### src/rtl/st_buf_ctrl_pkg.sv
// Shared definitions for the store-buffer controller: store op encoding and
// the layout of one buffered bus write.
package st_buf_ctrl_pkg;

  // One-hot store type, bit order matches the load op encoding.
  localparam logic [3:0] ST_SD = 4'b0001;
  localparam logic [3:0] ST_SW = 4'b0010;
  localparam logic [3:0] ST_SH = 4'b0100;
  localparam logic [3:0] ST_SB = 4'b1000;

  // Word address field is sized for the widest supported address (64 bits).
  localparam int WADDR_W = 61;

  typedef struct packed {
    logic [WADDR_W-1:0] waddr;
    logic [63:0]        data;
    logic [7:0]         strb;
  } st_entry_t;

endpackage

### src/rtl/st_fmt.sv
// Store formatter: places rs2 bytes into their lanes of the 8-byte bus word
// and flags misaligned or malformed store ops.
module st_fmt
  import st_buf_ctrl_pkg::*;
(
  input  logic [3:0]  st_op,
  input  logic [2:0]  st_off,
  input  logic [63:0] st_data,
  output logic [63:0] fmt_data,
  output logic [7:0]  fmt_strb,
  output logic        misalign,
  output logic        illegal
);

  logic [5:0] lane_sh;
  assign lane_sh = {st_off, 3'b000};

  // More than one bit set is a malformed op.
  assign illegal = (st_op & (st_op - 4'd1)) != 4'd0;

  always_comb begin
    fmt_data = '0;
    fmt_strb = '0;
    misalign = 1'b0;
    case (st_op)
      ST_SD: begin
        fmt_data = st_data;
        fmt_strb = 8'hFF;
        misalign = st_off != 3'd0;
      end
      ST_SW: begin
        fmt_data = {32'b0, st_data[31:0]} << lane_sh;
        fmt_strb = 8'h0F << st_off;
        misalign = st_off[1:0] != 2'd0;
      end
      ST_SH: begin
        fmt_data = {48'b0, st_data[15:0]} << lane_sh;
        fmt_strb = 8'h03 << st_off;
        misalign = st_off[0];
      end
      ST_SB: begin
        fmt_data = {56'b0, st_data[7:0]} << lane_sh;
        fmt_strb = 8'h01 << st_off;
      end
      default: ;
    endcase
  end

endmodule

### src/rtl/st_buf_ctrl.sv
// Store buffer controller: formats stores, queues them in order and drains
// them over a valid/ready write channel; flags loads that hit pending words.
module st_buf_ctrl
  import st_buf_ctrl_pkg::*;
#(
  parameter int DEPTH = 2,
  parameter int AW    = 64
) (
  input  logic          clk,
  input  logic          rst,
  input  logic [3:0]    st_op,
  input  logic [AW-1:0] st_addr,
  input  logic [63:0]   st_data,
  output logic          st_stall,
  output logic          st_misalign,
  input  logic          ld_chk_en,
  input  logic [AW-1:0] ld_chk_addr,
  output logic          ld_hazard,
  output logic          buf_empty,
  output logic          mem_wr_valid,
  input  logic          mem_wr_ready,
  output logic [AW-1:0] mem_wr_addr,
  output logic [63:0]   mem_wr_data,
  output logic [7:0]    mem_wr_strb
);

  localparam int PW = (DEPTH > 1) ? $clog2(DEPTH) : 1;
  localparam int CW = PW + 1;
  localparam logic [CW-1:0] FULL = CW'(DEPTH);

  st_entry_t        entry_q [DEPTH];
  st_entry_t        entry_d [DEPTH];
  logic [DEPTH-1:0] valid_q, valid_d;
  logic [PW-1:0]    wr_ptr_q, wr_ptr_d, rd_ptr_q, rd_ptr_d;
  logic [CW-1:0]    count_q, count_d;

  logic [63:0] fmt_data;
  logic [7:0]  fmt_strb;
  logic        fmt_misalign, fmt_illegal;
  logic        st_present, st_legal, enq, deq, ld_match;
  st_entry_t   new_ent, head;
  logic [2:0]  unused_ld_off;

  st_fmt u_fmt (
    .st_op    (st_op),
    .st_off   (st_addr[2:0]),
    .st_data  (st_data),
    .fmt_data (fmt_data),
    .fmt_strb (fmt_strb),
    .misalign (fmt_misalign),
    .illegal  (fmt_illegal)
  );

  assign unused_ld_off = ld_chk_addr[2:0];

  assign st_present  = st_op != 4'd0;
  assign st_misalign = st_present & (fmt_misalign | fmt_illegal);
  assign st_legal    = st_present & ~st_misalign;
  // A full buffer refuses even if the head drains this cycle; the core retries.
  assign enq         = st_legal & (count_q != FULL);
  assign st_stall    = st_legal & (count_q == FULL);

  assign buf_empty    = count_q == '0;
  assign mem_wr_valid = ~buf_empty;
  assign deq          = mem_wr_valid & mem_wr_ready;

  assign head        = entry_q[rd_ptr_q];
  assign mem_wr_addr = mem_wr_valid ? {head.waddr[AW-4:0], 3'b000} : '0;
  assign mem_wr_data = mem_wr_valid ? head.data : '0;
  assign mem_wr_strb = mem_wr_valid ? head.strb : '0;

  always_comb begin
    new_ent.waddr = WADDR_W'(st_addr[AW-1:3]);
    new_ent.data  = fmt_data;
    new_ent.strb  = fmt_strb;
  end

  always_comb begin
    ld_match = 1'b0;
    for (int i = 0; i < DEPTH; i++) begin
      if (valid_q[i] && entry_q[i].waddr == WADDR_W'(ld_chk_addr[AW-1:3]))
        ld_match = 1'b1;
    end
  end
  assign ld_hazard = ld_chk_en & ld_match;

  always_comb begin
    entry_d  = entry_q;
    valid_d  = valid_q;
    wr_ptr_d = wr_ptr_q;
    rd_ptr_d = rd_ptr_q;
    count_d  = count_q + CW'(enq) - CW'(deq);
    if (deq) begin
      valid_d[rd_ptr_q] = 1'b0;
      rd_ptr_d          = rd_ptr_q + PW'(1);
    end
    if (enq) begin
      entry_d[wr_ptr_q] = new_ent;
      valid_d[wr_ptr_q] = 1'b1;
      wr_ptr_d          = wr_ptr_q + PW'(1);
    end
  end

  always_ff @(posedge clk or negedge rst) begin
    if (!rst) begin
      for (int i = 0; i < DEPTH; i++) entry_q[i] <= '0;
      valid_q  <= '0;
      wr_ptr_q <= '0;
      rd_ptr_q <= '0;
      count_q  <= '0;
    end else begin
      entry_q  <= entry_d;
      valid_q  <= valid_d;
      wr_ptr_q <= wr_ptr_d;
      rd_ptr_q <= rd_ptr_d;
      count_q  <= count_d;
    end
  end

endmodule

### config.mk
export PLATFORM = sky130hd
export DESIGN_NAME = st_buf_ctrl
export DESIGN_NICKNAME = d
export VERILOG_FILES = /design/src/rtl/st_buf_ctrl_pkg.sv /design/src/rtl/st_fmt.sv /design/src/rtl/st_buf_ctrl.sv
export SDC_FILE = /design/constraint.sdc
export NUM_CORES = 1
export LEC_CHECK = 0
export CAP_MARGIN = 25
export CORE_ASPECT_RATIO = 0.6
export CORE_MARGIN = 1
export CORE_UTILIZATION = 45
export CTS_CLUSTER_DIAMETER = 80
export DETAILED_ROUTE_END_ITERATION = 7
export PLACE_DENSITY = 0.77
export RECOVER_POWER = 25
export SLEW_MARGIN = 10
export SYNTH_ARGS = -nofsm -noshare
export SYNTH_HDL_FRONTEND = slang
export SYNTH_SLANG_ARGS = --single-unit
export TNS_END_PERCENT = 1
### constraint.sdc
create_clock -name clk -period 2.2 [get_ports clk]
set_input_delay 0.44 -clock clk [delete_from_list [all_inputs] [get_ports clk]]
set_output_delay 0.44 -clock clk [all_outputs]
set_load 0.005 [all_outputs]
Word level (Yosys, flattened, before mapping). Index checks and enable logic that the tools add are counted.

Output and inout port bits: 141. Input bits: 200. Bits in registers: 272. Logic and storage cells: 81.

Multiplexer cells: 20. Eq/ne operators: 8. $add $sub $neg: 5. Reduce and logical (&&, ||, !) cells: 10. Order comparisons: 7. Bitwise gates (word level): 15. Shift operators: 6.

Operators by type and width (number): $mux W133 (4); $bwmux W266 (1); $pmux W64 S4 (1); $demux W133 S1 (1); $mux W64 (2); $eq A61 B61 Y1 (2); $shl A16 B6 Y64 (1); $shl A32 B6 Y64 (1); $shl A8 B6 Y64 (1); $pmux W8 S4 (1); $mux W8 (1); $reduce_bool A4 Y1 (2); $shl A1 B3 Y8 const A (1); $shl A2 B3 Y8 const A (1); $shl A4 B3 Y8 const A (1); $and A1 B1 Y1 (6); $logic_and A1 B1 Y1 (5); $and A4 B4 Y4 (1); $eq A4 B1 Y1 const B (1); $eq A4 B2 Y1 const B (1); $eq A4 B3 Y1 const B (1); $eq A4 B4 Y1 const B (1); $ge A2 B2 Y1 const B (2); $lt A1 B2 Y1 const B (2); other kinds (21) (30).

Depth between registers and ports, before layout.
Depth after elaboration: 10. Gate-level depth with buffers: 11. Depth with buffers taken out: 9.

Modules after synthesis. From an unflattened synthesis, not the netlist that was laid out.

Cell total of the unflattened synthesis: 1404. Area total of the unflattened synthesis: 15861.5 um^2.

Modules (own cells, without submodules): st_buf_ctrl (instances 1, sequential area each 6806.5 um^2, area an instance 13837.0 um^2, cells each 1089); st_fmt (instances 1, sequential area each 0.0 um^2, area an instance 2024.4 um^2, cells each 315).

Worst setup path after synthesis. OpenSTA, ideal clock, no wires.

Kind: input to register. From: input port st_addr[0]. To: register entry_q[234] (netlist bit). Arrival time: 2.143 ns. Setup slack: -0.070 ns. Library setup time: 0.127 ns. Stages: 9. Required time: 2.073 ns. Path buffers: 4. Cell sequence: buf_2 > nor4_2 > nand2_1 > a221oi_4 > and2b_1 > buf_4 > buf_6 > buf_6 > mux2_1.

Cells in the longest elaborated chain, start to end: 7. Elaborated cells on any way between the ends: 8. Those cells by class: 1 x mux; 5 x bitwise; 2 x reduce/logical.

RTL lines: start: declaration (RTL line st_buf_ctrl.sv:12) `input logic [AW-1:0] st_addr,`; $reduce_bool A3 Y1 / $reduce_bool A2 Y1 (equally long branches) (RTL line st_fmt.sv:29, st_fmt.sv:34); $pmux W1 S3 (*) (RTL line st_fmt.sv:25) `case (st_op)`; $or A1 B1 Y1 (*) (RTL line st_buf_ctrl.sv:57) `assign st_misalign = st_present & (fmt_misalign | fmt_illegal);`; $and A1 B1 Y1 (*) (RTL line st_buf_ctrl.sv:57); $not A1 Y1 (*) (RTL line st_buf_ctrl.sv:58) `assign st_legal = st_present & ~st_misalign;`; $and A1 B1 Y1 (*) (RTL line st_buf_ctrl.sv:58); $and A1 B1 Y1 (*) (RTL line st_buf_ctrl.sv:60) `assign enq = st_legal & (count_q != FULL);`; end signal: assignment (RTL line st_buf_ctrl.sv:112) `entry_q <= entry_d;`; end: declaration (RTL line st_buf_ctrl.sv:31) `st_entry_t entry_q [DEPTH];`.

Mark *: on every way between the ends. The rest lies on a longest branch, timed or not. A chain may end at the register's enable or synchronous reset.

Final worst setup path.
From: input port ld_chk_addr[45]. To: output port ld_hazard.

Cells in the longest elaborated chain, start to end: 5. Elaborated cells on any way between the ends: 7. Those cells by class: 2 x eq/ne; 2 x mux; 1 x bitwise; 2 x reduce/logical.

RTL lines: start: declaration (RTL line st_buf_ctrl.sv:17) `input logic [AW-1:0] ld_chk_addr,`; $eq A61 B61 Y1 (RTL line st_buf_ctrl.sv:81) `if (valid_q[i] && entry_q[i].waddr == WADDR_W'(ld_chk_addr[AW-1:3]))`; $logic_and A1 B1 Y1 (RTL line st_buf_ctrl.sv:81); $mux W1 (RTL line st_buf_ctrl.sv:81); $mux W1 (*) (RTL line st_buf_ctrl.sv:81); $and A1 B1 Y1 (*) (RTL line st_buf_ctrl.sv:85) `assign ld_hazard = ld_chk_en & ld_match;`; end: declaration (RTL line st_buf_ctrl.sv:18) `output logic ld_hazard,`.

Marked as above.

==> results.toml <==
[power_and_ir_drop]
comb_power_share = 0.508
ir_worst_vdd_v = 0.0009285
p_switching_mw = 10.84
pwr_density_cell_nw_per_um2 = 1236
switching_share = 0.3814
seqPwrFrac = 0.310
p_clk_frac = 0.182
leakage_nw = 11.25
p_int_mw = 17.58

[global_routing]
grt_pass1_wl_mm = 94.27
overflow = 0
grt_max_degree = 79
grt_pass1_vias = 15220
antenna_found_initial = 9
grt_usage = 0.3609

[critical_path]
max_stage_delay_ns = 0.52
critPathKind = "in -> out"
cp_top_family = "simple AND/OR/NAND/NOR gates"
path_buf_inv = 2
cp_data_required_time_ns = 1.76
end_kind = "output pin"
crit_chain = "clkdlybuf4s50_1 > xnor2_4 > nand4_1 > nor4_2 > nand2_1 > nor4_2 > o21a_1 > buf_2"
reg2regPathDepth = 8
r2r_start = "count_q[1]$_DFF_PN0_"
worst_r2r_endpoint = "entry_q[15]$_DFFE_PN0P_"
critPathLaunch = "ld_chk_addr[45]"
cpMostUsedCell = "nor4_2"
crit_arrival_ns = 2.58
worst-r2r-setup-slack_ns = 0.27
cp_slowest_cell = "clkdlybuf4s50_1"
critPathMaxFanout = 2
cp-start-kind = "primary input"

[clock_tree]
htreeDepth = 1
cts_tree = "yes"
cts_root_buf = "clkbuf_16"
cts_buffers = 26
clk_path_buf_depth = 3
cts_sinks = 272
clkTransAtPathRegs_ns = 0.06
clkLatencyLatePin_ns = 0.58

[floorplan]
row_count = 52
die_area_sq_um = 35130
io_pins = 341
start_util = 0.4579
die_height_microns = 145.6
core_sq_um = 33770
die-width_microns = 241.3

[synth]
yosys.cell_types.count = 63
yosysMostFrequentCell = "dfrtp_1"
ys_warn_count = 0
avgSynthCellArea_sq_um = 9.371
synth-main-ff-cell = "dfrtp_1"
synth_common_cells = "272 x dfrtp_1, 271 x nand2_1, 182 x nor2_1, 149 x mux2i_1, 88 x mux2_2"
netlist_top_cells_area = "dfrtp_1 44%, mux2i_1 9.6%, nand2_1 6.6%"
syn-cell-area_sq_um = 15460
netlist.area_leader.share = 0.4402
yosysSeqAreaShare = 0.4402
ys_seq_elements = 272
ys_async_sr_fraction = 1.000
synth_largest_area_cell = "dfrtp_1"
netlist_instances = 1650
synth_edf_count = 0

[place]
dpl.hpwl_mm = 48.82
gp_congestion = 1.065
port_buffers = 334

[sta]
period_share = 1.374
period_minus_slack_ns = 3.024
hold_slack_ns = 0.4180
finalHoldViolCount = 0
clock_skew_ns = 0.02608
relSlewSlack = 0.3264
worst_pin_slew_ns = 1.010
fin_ws_ns = -0.8236
timing.fmax_mhz = 330.7
setup_viol = 112
report.final.slew_viol_count = 0
rsz0062_at_grt = "yes"

[layout]
area_delta_synth_final_pct = 48.75
fill_cells = 2631
final_util = 0.6812
drive_gt1_frac = 0.2868
nNetsFinal = 2455

[min_path]
worstHoldStart = "st_addr[25]"
min_path_type = "in -> reg"
hold_end = "entry_q[94]$_DFFE_PN0P_"
hold_depth = 3

[detailed_routing]
drt_iter0_markers = 1513
vias_per_cell = 5.690
postRouteAntennaNets = 0
wirelength_mm = 63.80
drt-pass1-iter-count = 6
drc = 0
routedWlPerCell_microns = 23.32
vias = 15570

[outcome]
violations = "setup timing"
status = "finished, violations left"

[run]
cap_viol_max_count = 0
area by class of cell:
type	instances	area, sq um	share of cell area
Antenna cell	4	10.01	0.0004352
Inverter	59	229.0	0.009955
Clock buffer	37	783.3	0.03405
Tap cell	459	574.3	0.02497
Clock inverter	11	188.9	0.008214
Timing Repair Buffer	688	6182	0.2688
Multi-Input combinational cell	1206	8222	0.3575
Sequential cell	272	6812	0.2961
cell families after synthesis:
group,count (synthesis),share of synthesized area
AND/OR/NAND/NOR,564,0.1537
XOR/XNOR,100,0.05786
multiplexers,257,0.1751
adder cells (fa/ha/maj),2,0.001618
buffers and inverters,174,0.05276
AO/OA/AOI/OAI,280,0.1185
other,1,0.0002425
flip-flops,272,0.4402
routing by layer:
| layer | GRT usage | vias to the layer above | share of wire |
|---|---|---|---|
| met4 | 0.09462 | 10 | 0.029 |
| met3 | 0.1112 | 118 | 0.11 |
| met5 | 0.03719 | - | 0.0036 |
| met2 | 0.4871 | 803 | 0.40 |
| li1 | - | 6916 | - |
| met1 | 0.5479 | 7721 | 0.45 |
worst max path at each step:
stage	slack [ns]	to	depth (start not counted)
after floorplan	0.008	entry_q[234]$_DFFE_PN0P_	10
after global placement	-1.53	ld_hazard	9
after detailed placement	-1.60	ld_hazard	9
after CTS	-0.73	ld_hazard	7
after global routing	-0.86	ld_hazard	7
final	-0.82	ld_hazard	8
power groups by stage:
stage / Clock [mW] / Sequential (mW) / Combinational, mW
2_1_floorplan: 0 / 8.29 / 6.21
3_3_place_gp: 0 / 8.59 / 13.9
3_5_place_dp: 0 / 8.70 / 14.2
4_1_cts: 5.22 / 8.72 / 14.0
5_1_grt: 5.40 / 9.02 / 15.4
6_report: 5.17 / 8.80 / 14.4
worst min-delay path, stage by stage:
cell and delay, ns:
clkdlybuf4s50_1 0.41, nand2_1 0.06, nand2_1 0.04
placed cells by master, fill, tap and decap left out, drive strengths merged, types with 4 or more instances in the layout:
| cell | instances |
|---|---|
| buf | 404 |
| dfrtp | 272 |
| nand2 | 271 |
| clkdlybuf4s50 | 193 |
| nor2 | 184 |
| mux2i | 149 |
| mux2 | 108 |
| o21ai | 90 |
| a21oi | 73 |
| clkbuf | 66 |
| inv | 58 |
| xnor2 | 56 |
| xor2 | 44 |
| nand3 | 30 |
| dlygate4sd2 | 26 |
| nor4 | 23 |
| a221oi | 20 |
| clkdlybuf4s15 | 19 |
| nand4 | 17 |
| a22o | 16 |
| dlymetal6s2s | 16 |
| o22ai | 11 |
| o31ai | 10 |
| and3 | 9 |
| a221o | 9 |
| and2 | 9 |
| nor3 | 9 |
| a22oi | 8 |
| o211a | 8 |
| bufinv | 5 |
| a31o | 5 |
| clkinv | 5 |
| diode | 4 |
| o2bb2ai | 4 |
| nand2b | 4 |
| a21o | 4 |
| a2111oi | 4 |
timing repair:
action	4_1_cts	5_1_grt
pin swaps	13	9
cloned	1	1
setup buffers	11	8
setup endpoints to repair	329	351
hold buffers	1	0
resized for setup	358	110
hold endpoints to repair	27	0
sequential cells by signal (all words and copies together), names as in the netlist:
signal,count
rd_ptr_q,1
wr_ptr_q,1
count_q,2
valid_q,2
entry_q,266
stage by stage:
stage | setup WS [ns] | cells | power (mW) | TNS [ns] | instance area [sq um]
floorplan | 0.007821 | 1652 | 14.50 | 0 | 15490
global placement | -1.532 | 2662 | 22.53 | -164.47 | 21750
detailed placement | -1.600 | 2662 | 22.88 | -170.92 | 21750
CTS | -0.7289 | 2723 | 27.98 | -26.17 | 22890
global route | -0.8571 | 2736 | 29.80 | -23.35 | 23000
finish | -0.8236 | 2736 | 28.42 | -15.12 | 23000
Power figures use the tool's default switching activity.
